**src/rtl/util_axis_tiny_fifo.sv**
```systemverilog
// Register-array AXI-Stream FIFO: 1-cycle write-to-valid latency, no full pass-through or empty bypass,
// registered ready/valid only. Optional occupancy port under UTIL_AXIS_TINY_FIFO_COUNT_EN.
module util_axis_tiny_fifo #(
  parameter int DEPTH     = 4,
  parameter int BUS_WIDTH = 1
) (
  input  logic                         aclk,
  input  logic                         arst,
  input  logic [BUS_WIDTH*8-1:0]       s_axis_tdata,
  input  logic                         s_axis_tvalid,
  output logic                         s_axis_tready,
  output logic [BUS_WIDTH*8-1:0]       m_axis_tdata,
  output logic                         m_axis_tvalid,
  input  logic                         m_axis_tready
`ifdef UTIL_AXIS_TINY_FIFO_COUNT_EN
  ,
  output logic [$clog2(DEPTH+1)-1:0]   occupancy
`endif
);

  localparam int DW = BUS_WIDTH * 8;
  localparam int AW = $clog2(DEPTH);
  localparam int CW = $clog2(DEPTH + 1);

  logic [DW-1:0] r_mem [DEPTH];
  logic [AW-1:0] r_wptr;
  logic [AW-1:0] r_rptr;
  logic [CW-1:0] r_count;
  logic          r_s_rdy;
  logic          r_m_vld;

  logic          w_wr;
  logic          w_rd;
  logic [CW-1:0] w_count_next;

  // Handshakes are gated only by registered flags, so a read never frees a slot for a same-cycle write.
  assign w_wr         = s_axis_tvalid & r_s_rdy;
  assign w_rd         = m_axis_tready & r_m_vld;
  assign w_count_next = r_count + CW'(w_wr) - CW'(w_rd);

  always_ff @(posedge aclk) begin
    if (arst) begin
      r_wptr  <= '0;
      r_rptr  <= '0;
      r_count <= '0;
      r_s_rdy <= 1'b0;
      r_m_vld <= 1'b0;
      for (int i = 0; i < DEPTH; i++) begin
        r_mem[i] <= '0;
      end
    end else begin
      if (w_wr) begin
        r_mem[r_wptr] <= s_axis_tdata;
        r_wptr        <= r_wptr + AW'(1);
      end
      if (w_rd) begin
        r_rptr <= r_rptr + AW'(1);
      end
      r_count <= w_count_next;
      r_s_rdy <= (w_count_next != CW'(DEPTH));
      r_m_vld <= (w_count_next != '0);
    end
  end

  assign s_axis_tready = r_s_rdy;
  assign m_axis_tvalid = r_m_vld;
  assign m_axis_tdata  = r_mem[r_rptr];

`ifdef UTIL_AXIS_TINY_FIFO_COUNT_EN
  assign occupancy = r_count;
`endif

endmodule

```
**config.mk**
```make
export PLATFORM = sky130hd
export DESIGN_NAME = util_axis_tiny_fifo
export DESIGN_NICKNAME = d
export VERILOG_FILES = /design/src/rtl/util_axis_tiny_fifo.sv
export SDC_FILE = /design/constraint.sdc
export NUM_CORES = 1
export LEC_CHECK = 0
export CORE_ASPECT_RATIO = 0.7
export CORE_UTILIZATION = 49
export DETAILED_ROUTE_END_ITERATION = 10
export GPL_ROUTABILITY_DRIVEN = 0
export PLACE_DENSITY = 0.74
export SLEW_MARGIN = 20
export SYNTH_ARGS = -nofsm -noshare
export SYNTH_HDL_FRONTEND = slang
export SYNTH_SLANG_ARGS = --single-unit
```
**constraint.sdc**
```tcl
create_clock -name aclk -period 2.2 [get_ports aclk]
set_input_delay 0.44 -clock aclk [delete_from_list [all_inputs] [get_ports aclk]]
set_output_delay 0.44 -clock aclk [all_outputs]
set_load 0.01 [all_outputs]
```
==> impl_metrics.ini <==
[status]
run_status = finished, final reports clean

[worst_setup_path]
critical_path_peak_fanout = 4
worstPathCellList = buf_4, mux4_2, dlygate4sd2_1
worstSetupEndpointType = output port
critical_path.startpoint_type = flop
slowest_stage = mux4_2
timing.critical_path.slowest_cell_delay_ns = 0.50
timing.critical_path.arrival_ns = 1.62
required_ns = 1.76
criticalPathCategory = reg -> out

[sta]
setup-tns-final_ns = 0
final-max-slew-violation-count = 0
timing.final.crit_share_pct = 93.5
final_period_minus_worst_setup_slack_ns = 2.06
setup_repair_after_global_routing_missed_its_margin = no
hold_viol_final = 0
finalSetupViolCount = 0
worst_slew_pin_slew_ns = 0.439
slew_headroom_pct = 70.7
holdWs_ns = 0.542
max_freq_ghz = 0.486
post_route_skew_ns = 0.00451

[clock_network]
cts.path.max_buffers = 2
clock_sink_count = 43
clock_tree.root_cell = clkbuf_8
cts.clk_slew.worst_paths_ns = 0.07
tritoncts_buffers = 5
htree_num_levels = 2
tritoncts = built
clk-insertion-delay-late_ns = 0.30

[route]
route.detailed.vias_per_inst = 4.81
wl_per_cell_um = 14.3
drt_first_pass_iters = 4
drt_first_iter_violations = 71
vias = 1053
drt-total-wl_um = 3130
drtAntennaViolNets = 0
drc = 0

[floorplan]
floorplan.core_area_um2 = 3510
rows = 18
chipWidth_um = 74.4
ios = 22
die_y_um = 52.7
fp.dieArea_um2 = 3920
initial_core_util_pct = 51.2

[global_route]
grt_first_pass_wirelength_um = 4920
grt_pass1_vias = 1001
largest_net_degree_at_the_start_of_global_routing = 14
track_usage_pct = 18.9
grt_overflow_total = 0
grt_antenna_before_repair = 0

[logic_synthesis]
netlist.area_leader.share_pct = 53.4
count_of_mapped_cells_out_of_synthesis = 135
synth.yosys.seq_area_share_pct = 65.6
synth_area_leaders = edfxtp_1 53%, dfxtp_1 12%, mux4_2 10%, nor2_1 6.5%, inv_1 2.5%
synth.lib_cells_used.distinct = 23
largest_family_of_logic_cells_by_synthesized_area = simple AND/OR/NAND/NOR gates
synth_xor_area_share_pct = 2.92
yosysTopAreaCell = edfxtp_1
summed_instance_area_of_the_synthesized_netlist_um2 = 1800
synth_fp_nets = 150
yosys_warnings = 0
synth_compound_gate_area_share_pct = 2.09
synth_simple_gate_area_share_pct = 11.7
adder_cell_area_share_of_the_yosys_netlist_pct = 2.50
synth.avg_cell_area_um2 = 13.3
ys_seq_elements = 43
synthMuxAreaShare_pct = 10.0

[cells_and_area]
n_antenna_cell = 0
fin_nets = 183
fillers = 295
drive_gt1_share_pct = 20.7
final_cell_mix = 32 x edfxtp_1, 31 x nor2_1, 12 x inv_1, 12 x buf_4
final-instance-count-excl-fill = 219
area_growth_pct = 23.4
most_common_cell_after_layout_fill_and_taps_aside = edfxtp_1

[power_and_ir_drop]
total_power_w = 0.00232
power.leakage_nw = 0.914
vdd.ir_drop.worst_mv = 0.605
cellPowerDensity_nw_per_um2 = 1040

[placement]
place_hpwl_um = 2120
placed_cells_incl_taps = 210
port_buffers = 21

[hold_path]
worst_hold_path_type = reg -> reg

[flow_run]
max_cap_viol_count = 0
[per-layer routing]
layer	vias up	wire, um	GRT usage, %
li1	524	-	-
met1	502	1540	26.9
met2	22	1400	26.6
met3	5	132	6.92
met4	0	52	6.60
met5	-	0	0
[power by group]
group / switching, W / internal (W)
combinational: 0.000352 / 0.000401
sequential: 0.0000718 / 0.00101
clock: 0.000263 / 0.000222
[worst max-delay path, delay by kind of cell, from the launching register on]
kind	cells	cell delay, ns
flip-flops	1	0.35
buffers and inverters	2	0.47
multiplexers	1	0.50
[stage by stage]
stage / area (um^2) / setup WS [ns] / utilization [%]
after floorplan: 1800 / 0.127 / -
after global placement: 2110 / -0.342 / 60.0
after detailed placement: 2110 / -0.451 / 60.0
after CTS: 2200 / -0.0640 / 62.6
after global routing: 2220 / 0.0646 / 63.2
final: 2220 / 0.144 / 63.2
[final timing paths]
check | from | end | slack, ns | cells past startpoint
worst max-delay path | flop | m_axis_tdata[3] | 0.14 | 3
worst min-delay path | r_rptr[1]$_SDFFE_PP0P_ | r_rptr[1]$_SDFFE_PP0P_ | 0.54 | 2
worst max register to register | s_axis_tready$_SDFF_PP0_ | s_axis_tready$_SDFF_PP0_ | 0.16 | 8
worst min register to register | r_rptr[1]$_SDFFE_PP0P_ | r_rptr[1]$_SDFFE_PP0P_ | 0.54 | 2
[state kept, by name, indices dropped and copies added, names as in the netlist, named ones only]
name	cells
r_mem	32
s_axis_tready	1
r_wptr	2
r_count	3
m_axis_tvalid	1
r_rptr	2
[what timing repair did]
action,in CTS,in global routing
resized for setup,11,5
hold endpoints to repair,0,0
gates cloned,0,0
endpoints found under the setup margin,11,3
pin swaps,0,3
buffers inserted,0,1
hold buffers,0,0
[synth_stat cells, drive strengths merged]
cell type  count
fa             1
nor2          31
a21oi          1
xnor2          3
or2            1
and3b          1
nand2         10
edfxtp        32
nand2b         2
and2           1
ha             2
inv           12
mux4           8
nor2b          2
nand3          2
clkbuf         1
xor2           3
o21ai          4
dfxtp         11
o31a           1
buf            6
[kinds of logic after synthesis]
| family | count (synthesis) |
|---|---|
| flip-flops | 43 |
| AND/OR/NAND/NOR | 50 |
| XOR/XNOR | 6 |
| multiplexers | 8 |
| AO/OA/AOI/OAI | 6 |
| buffers and inverters | 19 |
| adder cells (fa/ha/maj) | 3 |
[cell type report]
class / instances / area [um^2] / share of cell area (%)
multi-input cells: 73 / 551 / 24.8
well taps: 50 / 62.6 / 2.82
clock inverters: 2 / 12.5 / 0.564
clock buffers: 6 / 72.6 / 3.27
repair buffers: 33 / 295 / 13.3
inverters: 12 / 45.0 / 2.03
flip-flops and latches: 43 / 1180 / 53.2
Power figures use the tool's default switching activity.
